### src/rtl/edram_axi_pkg.sv
// edram_axi_pkg: shared types and constants for the external-DRAM AXI4-Lite bridge.
package edram_axi_pkg;

  typedef enum logic [2:0] {
    ST_IDLE  = 3'd0,
    ST_WADDR = 3'd1,
    ST_WRESP = 3'd2,
    ST_RADDR = 3'd3,
    ST_RDATA = 3'd4,
    ST_ACK   = 3'd5
  } edram_state_t;

  localparam logic [1:0] AXI_RESP_OKAY = 2'b00;

endpackage

### src/rtl/edram_axi_bridge.sv
// edram_axi_bridge: turns single-word enable/RD/WR/BE/addr requests into single-beat
// AXI4-Lite master transactions; returns read data with a one-cycle ack.
// Build option EDRAM_WBUF_EN: posted writes through a one-entry buffer (ack right after
// acceptance, AW/W/B complete in the background, new requests stall until B is taken).
module edram_axi_bridge
  import edram_axi_pkg::*;
#(
  parameter logic [31:0] ADDR_MASK = 32'h0FFF_FFFC,
  parameter logic [2:0]  AXI_PROT  = 3'b000,
  parameter logic [31:0] ERR_DATA  = 32'hDEAD_BEEF
) (
  input  logic        XCLK,
  input  logic        XRES,
  input  logic        enable,
  input  logic        RD,
  input  logic        WR,
  input  logic [3:0]  BE,
  input  logic [31:0] addr,
  input  logic [31:0] data_i,
  output logic [31:0] data_o,
  output logic        ack,
  output logic        busy,
  output logic        err,
  output logic        awvalid,
  input  logic        awready,
  output logic [31:0] awaddr,
  output logic [2:0]  awprot,
  output logic        wvalid,
  input  logic        wready,
  output logic [31:0] wdata,
  output logic [3:0]  wstrb,
  input  logic        bvalid,
  output logic        bready,
  input  logic [1:0]  bresp,
  output logic        arvalid,
  input  logic        arready,
  output logic [31:0] araddr,
  output logic [2:0]  arprot,
  input  logic        rvalid,
  output logic        rready,
  input  logic [31:0] rdata,
  input  logic [1:0]  rresp
);

  edram_state_t state;
  logic aw_done, w_done, wr_active;
  logic aw_ok, w_ok, b_fire, r_fire;
  logic req_ok, wr_start, rd_start;

  // Handshake qualifiers and request acceptance; WR wins when RD and WR are both set.
  always_comb begin
    aw_ok  = aw_done | (awvalid & awready);
    w_ok   = w_done  | (wvalid & wready);
    b_fire = bvalid & bready;
    r_fire = rvalid & rready;
`ifdef EDRAM_WBUF_EN
    req_ok = (state == ST_IDLE) & enable & ~wr_active;
`else
    req_ok = (state == ST_IDLE) & enable;
`endif
    wr_start = req_ok & WR;
    rd_start = req_ok & RD & ~WR;
  end

  assign ack    = (state == ST_ACK);
`ifdef EDRAM_WBUF_EN
  assign busy   = (state != ST_IDLE) | wr_active;
`else
  assign busy   = (state != ST_IDLE);
`endif
  assign awprot = AXI_PROT;
  assign arprot = AXI_PROT;

  // Write channel engine: AW and W retire independently, B is taken once both are done.
  // Shared by both builds; the FSM either waits on it or lets it run in the background.
  always_ff @(posedge XCLK) begin
    if (XRES) begin
      awvalid   <= 1'b0;
      wvalid    <= 1'b0;
      bready    <= 1'b0;
      aw_done   <= 1'b0;
      w_done    <= 1'b0;
      wr_active <= 1'b0;
      awaddr    <= '0;
      wdata     <= '0;
      wstrb     <= '0;
    end else if (wr_start) begin
      awvalid   <= 1'b1;
      wvalid    <= 1'b1;
      aw_done   <= 1'b0;
      w_done    <= 1'b0;
      wr_active <= 1'b1;
      awaddr    <= addr & ADDR_MASK;
      wdata     <= data_i;
      wstrb     <= BE;
    end else if (wr_active) begin
      if (awvalid && awready) begin
        awvalid <= 1'b0;
        aw_done <= 1'b1;
      end
      if (wvalid && wready) begin
        wvalid <= 1'b0;
        w_done <= 1'b1;
      end
      if (!bready && aw_ok && w_ok) bready <= 1'b1;
      if (b_fire) begin
        bready    <= 1'b0;
        wr_active <= 1'b0;
      end
    end
  end

  // Request FSM, read channels, read-data register and sticky error flag.
  always_ff @(posedge XCLK) begin
    if (XRES) begin
      state   <= ST_IDLE;
      arvalid <= 1'b0;
      rready  <= 1'b0;
      araddr  <= '0;
      data_o  <= '0;
      err     <= 1'b0;
    end else begin
      if (b_fire && (bresp != AXI_RESP_OKAY)) err <= 1'b1;
      case (state)
        ST_IDLE: begin
          if (wr_start) begin
`ifdef EDRAM_WBUF_EN
            state <= ST_ACK;
`else
            state <= ST_WADDR;
`endif
          end else if (rd_start) begin
            arvalid <= 1'b1;
            araddr  <= addr & ADDR_MASK;
            state   <= ST_RADDR;
          end
        end
        ST_WADDR: if (aw_ok && w_ok) state <= ST_WRESP;
        ST_WRESP: if (b_fire) state <= ST_ACK;
        ST_RADDR: begin
          if (arready) begin
            arvalid <= 1'b0;
            rready  <= 1'b1;
            state   <= ST_RDATA;
          end
        end
        ST_RDATA: begin
          if (r_fire) begin
            rready <= 1'b0;
            data_o <= (rresp == AXI_RESP_OKAY) ? rdata : ERR_DATA;
            if (rresp != AXI_RESP_OKAY) err <= 1'b1;
            state  <= ST_ACK;
          end
        end
        ST_ACK:  state <= ST_IDLE;
        default: state <= ST_IDLE;
      endcase
    end
  end

endmodule

### config.mk
export PLATFORM = sky130hd
export DESIGN_NAME = edram_axi_bridge
export DESIGN_NICKNAME = d
export VERILOG_FILES = /design/src/rtl/edram_axi_pkg.sv /design/src/rtl/edram_axi_bridge.sv
export SDC_FILE = /design/constraint.sdc
export NUM_CORES = 1
export LEC_CHECK = 0
export ABC_CLOCK_PERIOD_IN_PS = 1800
export BUFFER_PORTS_ARGS = -buffer_cell sky130_fd_sc_hd__buf_2
export CORE_AREA = 2 2 131 133
export CTS_CLUSTER_SIZE = 16
export DETAILED_ROUTE_END_ITERATION = 8
export DIE_AREA = 0 0 133 135
export MAX_ROUTING_LAYER = met4
export PLACE_DENSITY = 0.6
export SYNTH_ARGS = -nofsm -noshare
export SYNTH_HDL_FRONTEND = slang
export SYNTH_SLANG_ARGS = --single-unit
### constraint.sdc
create_clock -name XCLK -period 1.8 [get_ports XCLK]
set_clock_uncertainty 0.2 [all_clocks]
set_input_delay 0.09 -clock XCLK [delete_from_list [all_inputs] [get_ports XCLK]]
set_output_delay 0.09 -clock XCLK [all_outputs]
set_load 0.02 [all_outputs]
== After elaboration in Yosys (flattened, before gate mapping) ==
Cells that the tools add are included.

* Bits in registers: 132
* Input bits: 114
* Word-level logic and storage cells: 98

* Equality and inequality tests: 12
* Multiplexer cells: 30
* Bitwise logic cells: 12
* Reduce and logical (&&, ||, !) cells: 29

{| class="wikitable"
|+ Operator list
! kind !! count
|-
| $mux 32 || 1
|-
| $mux 1 || 20
|-
| $mux 3 || 6
|-
| $reduce_bool 2->1 || 8
|-
| $pmux 3 s5 || 1
|-
| $ne 2x2->1 const B || 6
|-
| $reduce_and 2->1 || 5
|-
| $reduce_and 3->1 || 3
|-
| $and 1x1->1 || 8
|-
| $eq 3x2->1 const B || 2
|-
| $eq 3x3->1 const B || 2
|-
| $logic_and 1x1->1 || 6
|-
| $reduce_and 5->1 || 1
|-
| $pmux 1 s2 || 2
|-
| $reduce_and 4->1 || 1
|-
| $eq 3x1->1 const B || 1
|-
| $logic_not 3->1 || 1
|-
| $ne 3x3->1 const B || 1
|-
| $reduce_bool 3->1 || 1
|-
| $logic_not 2->1 || 1
|-
| $not 1->1 || 2
|-
| $or 1x1->1 || 2
|-
| $reduce_or 2->1 || 1
|-
| $logic_not 1->1 || 1
|}

== Depth between registers and ports, before layout ==
* Word-level depth: 7
* Depth in mapped cells: 8
* Depth with buffers taken out: 5

== Worst setup path after synthesis ==
No wires, ideal clock.

* Path kind: register to register
* Start point: register state[0]
* End point: register araddr[21]
* Library setup time: 0.132 ns
* Arrival time: 1.492 ns
* Data required time: 1.468 ns
* Slack: -0.024 ns
* Stages on the path, launching flop included: 9
* Cell sequence: dfxtp_1 -> buf_6 -> nor3_4 -> inv_2 -> or3_1 -> buf_2 -> buf_6 -> nand2_1 -> a21oi_1

* Longest elaborated chain between the ends: 5

{| class="wikitable"
|+ Ends and longest elaborated chain
! element !! line !! RTL
|-
| start, declared || edram_axi_bridge.sv:45 || <nowiki>edram_state_t state;</nowiki>
|-
| start signal, assigned || edram_axi_bridge.sv:116 || <nowiki>state <= ST_IDLE;</nowiki>
|-
| start signal, assigned || edram_axi_bridge.sv:130 || <nowiki>state <= ST_WADDR;</nowiki>
|-
| start signal, assigned || edram_axi_bridge.sv:135 || <nowiki>state <= ST_RADDR;</nowiki>
|-
| $logic_not 3->1 * || edram_axi_bridge.sv:59, edram_axi_bridge.sv:124 ||
|-
| $and 1x1->1 || edram_axi_bridge.sv:59 || <nowiki>req_ok = (state == ST_IDLE) & enable;</nowiki>
|-
| $and 1x1->1 (on tied branches) || edram_axi_bridge.sv:62, edram_axi_bridge.sv:61 ||
|-
| $and 1x1->1 / $not 1->1 (equally long branches) || n/a ||
|-
| $reduce_and 3->1 (no line) * || n/a ||
|-
| end signal, assigned || edram_axi_bridge.sv:134 || <nowiki>araddr <= addr & ADDR_MASK;</nowiki>
|-
| end, declared || edram_axi_bridge.sv:37 || <nowiki>output logic [31:0] araddr,</nowiki>
|}

Every way passes the cells marked *; elsewhere a longest branch is shown, timed or not.
A chain may end at the register's enable or synchronous reset.

== Final worst setup path ==
* Start point: register state[1]
* End point: register araddr[20]

Same word-level chain as after synthesis.

==> flow_metrics.env <==
export IMPL_synth_ff_type="dfxtp_1"
export IMPL_synth_top_family_by_area="simple AND/OR/NAND/NOR gates"
export IMPL_clock_path_buffers=2
export IMPL_cts_tree="yes"
export IMPL_drc=0
export IMPL_coreArea_sq_um=16410
export IMPL_crit_fanout=27
export IMPL_synth_compound_area_frac=0.1262
export IMPL_grt_pass1_wl_um=25180
export IMPL_synth_cell_types=35
export IMPL_io_pins=260
export IMPL_vias=5359
export IMPL_max_slew_margin=0.6214
export IMPL_syn_to_final_growth_pct=64.23
export IMPL_antenna_found_initial=0
export IMPL_dr_pass1_iters=6
export IMPL_synth_area_leader_cell="dfxtp_1"
export IMPL_track_usage=0.1815
export IMPL_port_buffers=235
export IMPL_fin_crit_sh=0.9355
export IMPL_finalCriticalPeriod_ps=1684
export IMPL_ys_async_sr_fraction=0
export IMPL_die_h_um=135
export IMPL_drtIter0Drc=241
export IMPL_whs_ps=248.7
export IMPL_max_freq_ghz=0.5938
export IMPL_dp_hpwl_um=10080
export IMPL_crit_required_ps=1890
export IMPL_critPathKind="reg2reg"
export IMPL_final_area_sq_um=8026
export IMPL_nets=1066
export IMPL_grt_pass1_vias=5141
export IMPL_ant_nets=0
export IMPL_synth_simple_gate_area_frac=0.2576
export IMPL_synth_edf_count=0
export IMPL_netlist_top_cells_area="dfxtp_1, nand2_1, a21oi_1"
export IMPL_synth_common_cells="nand2_1, dfxtp_1, a21oi_1"
export IMPL_end_kind="flop"
export IMPL_clock_latency_ps=410
export IMPL_root_buffer="clkbuf_16"
export IMPL_htreeDepth=4
export IMPL_die_w_um=133
export IMPL_max_cap_violations=0
export IMPL_min_path_type="reg2reg"
export IMPL_synth_top_cell_area_share=0.5407
export IMPL_gp_congestion=0.7355
export IMPL_wl_per_cell_um=13.61
export IMPL_r2r_slack_ps=120
export IMPL_status="complete, no violations"
export IMPL_path_clk_slew_ps=60
export IMPL_worst_pin_slew_ps=565.8
export IMPL_p_total_uw=8620
export IMPL_yosysSeqAreaShare=0.5407
export IMPL_num_antenna_cells=0
export IMPL_vias_per_cell=4.526
export IMPL_startpoint_type="flop"
export IMPL_initial_utilization=0.2979
export IMPL_vdd_drop_max_mv=0.6171
export IMPL_slew_violations=0
export IMPL_power_density_nw_per_um2=1074
export IMPL_hold_viol=0
export IMPL_grt_overflow=0
export IMPL_ys_ff_latch=132
export IMPL_ys_warn_count=0
export IMPL_grt_max_degree=54
export IMPL_dieArea_sq_um=17960
export IMPL_synth_most_common_cell="nand2_1"
export IMPL_routed_wl_um=16110
export IMPL_cts_buffers=17
export IMPL_setup_violations=0
export IMPL_drive_gt1_frac=0.3112
export IMPL_p_leak_uw=0.003534
export IMPL_synth_fa_ha_area_frac=0
export IMPL_yosys_area_share_xor_xnor=0
export IMPL_syn_inst=614
export IMPL_clkSinkCount=132
export IMPL_netlist_area_sq_um=4887
export IMPL_dpl_cell_area_sq_um=6332
export IMPL_rows=47
export IMPL_crit_arrival_ps=1770
export IMPL_synthMuxAreaShare=0.002048
export IMPL_synth_area_per_cell_sq_um=7.960
[where the power goes]
part           internal (uW)  leakage (uW)  switching, uW
clock                   2030      0.000278           1270
sequential              3170       0.00107            160
combinational            846       0.00219           1150
total                   6040       0.00353           2580
[state kept, by name, summed over array words and instances (netlist names), 3 cells and up]
| register | count |
|---|---|
| wdata | 32 |
| data_o | 32 |
| wstrb | 4 |
| awaddr | 26 |
| araddr | 26 |
| state | 3 |
[kinds of logic (layout without fill, tap and decap cells)]
family,count (synthesis),in the layout
compound gates,116,116
buf+inv,64,397
flops,132,132
mux,1,1
other cells,1,18
simple gates,300,300
[path summary, 6_finish.rpt]
kind                                  end  depth (start not counted)                   start
setup / recovery  araddr[20]$_SDFFE_PP0P_                          6   state[1]$_SDFFE_PP0P_
hold / removal     wdata[18]$_SDFFE_PP0P_                          2  wdata[18]$_SDFFE_PP0P_
setup reg to reg  araddr[20]$_SDFFE_PP0P_                          6   state[1]$_SDFFE_PP0P_
hold reg to reg    wdata[18]$_SDFFE_PP0P_                          2  wdata[18]$_SDFFE_PP0P_
[critical path, stage by stage, from the launching register on]
cell     delay (ps)
dfxtp_2         370
nor3_4          200
inv_2            80
or3_1           390
buf_12          190
nand2_1          70
a21oi_1          60
[stage by stage]
step | setup WS (ps) | std cells | utilization | TNS (ps)
4_1_cts | 71.38 | 1182 | 0.4855 | 0
3_3_place_gp | 95.43 | 1044 | 0.3860 | 0
2_1_floorplan | 27.77 | 631 | - | 0
6_report | 116.0 | 1184 | 0.4892 | 0
3_5_place_dp | 82.64 | 1044 | 0.3860 | 0
5_1_grt | -2.724 | 1184 | 0.4892 | -2.724
[metal layers]
metal  share of wire  track usage  vias to the layer above  wire length, um
li1                -            -                     2664                -
met1            0.42       0.2099                     2449             6844
met2            0.47       0.2971                      213             7631
met3           0.075      0.05030                       33             1207
met4           0.026      0.07766                        0              425
met5               0            -                        -                0
[final cells by class]
type / instances / area (sq um)
clock buffer: 22 / 484.2
clock inverter: 9 / 78.83
fill: 1568 / 8381
inverter: 2 / 7.507
multi-input combinational: 435 / 1987
sequential: 132 / 2645
tap: 220 / 275.3
timing repair buffer: 364 / 2549
[placed cells by master, fill, tap and decap left out, types with 2 or more instances in the layout]
cell / count
nor3_4: 2
dfxtp_1: 130
nand3_1: 10
dlygate4sd3_1: 107
nand2_1: 195
dfxtp_2: 2
nor3_2: 2
clkbuf_16: 18
a31oi_1: 4
clkinvlp_4: 2
clkinv_2: 5
nor2_1: 32
conb_1: 18
buf_12: 9
nor3_1: 49
o21ai_0: 2
buf_2: 234
buf_4: 12
a21oi_1: 101
clkbuf_8: 4
[what timing repair did]
action / 4_1_cts / 5_1_grt
setup endpoints to repair: 0 / 68
hold buffers: 107 / 0
endpoints found under the hold margin: 132 / 0
gates resized for setup: 0 / 7
buffers inserted: 0 / 1
Power figures use the tool's default switching activity.
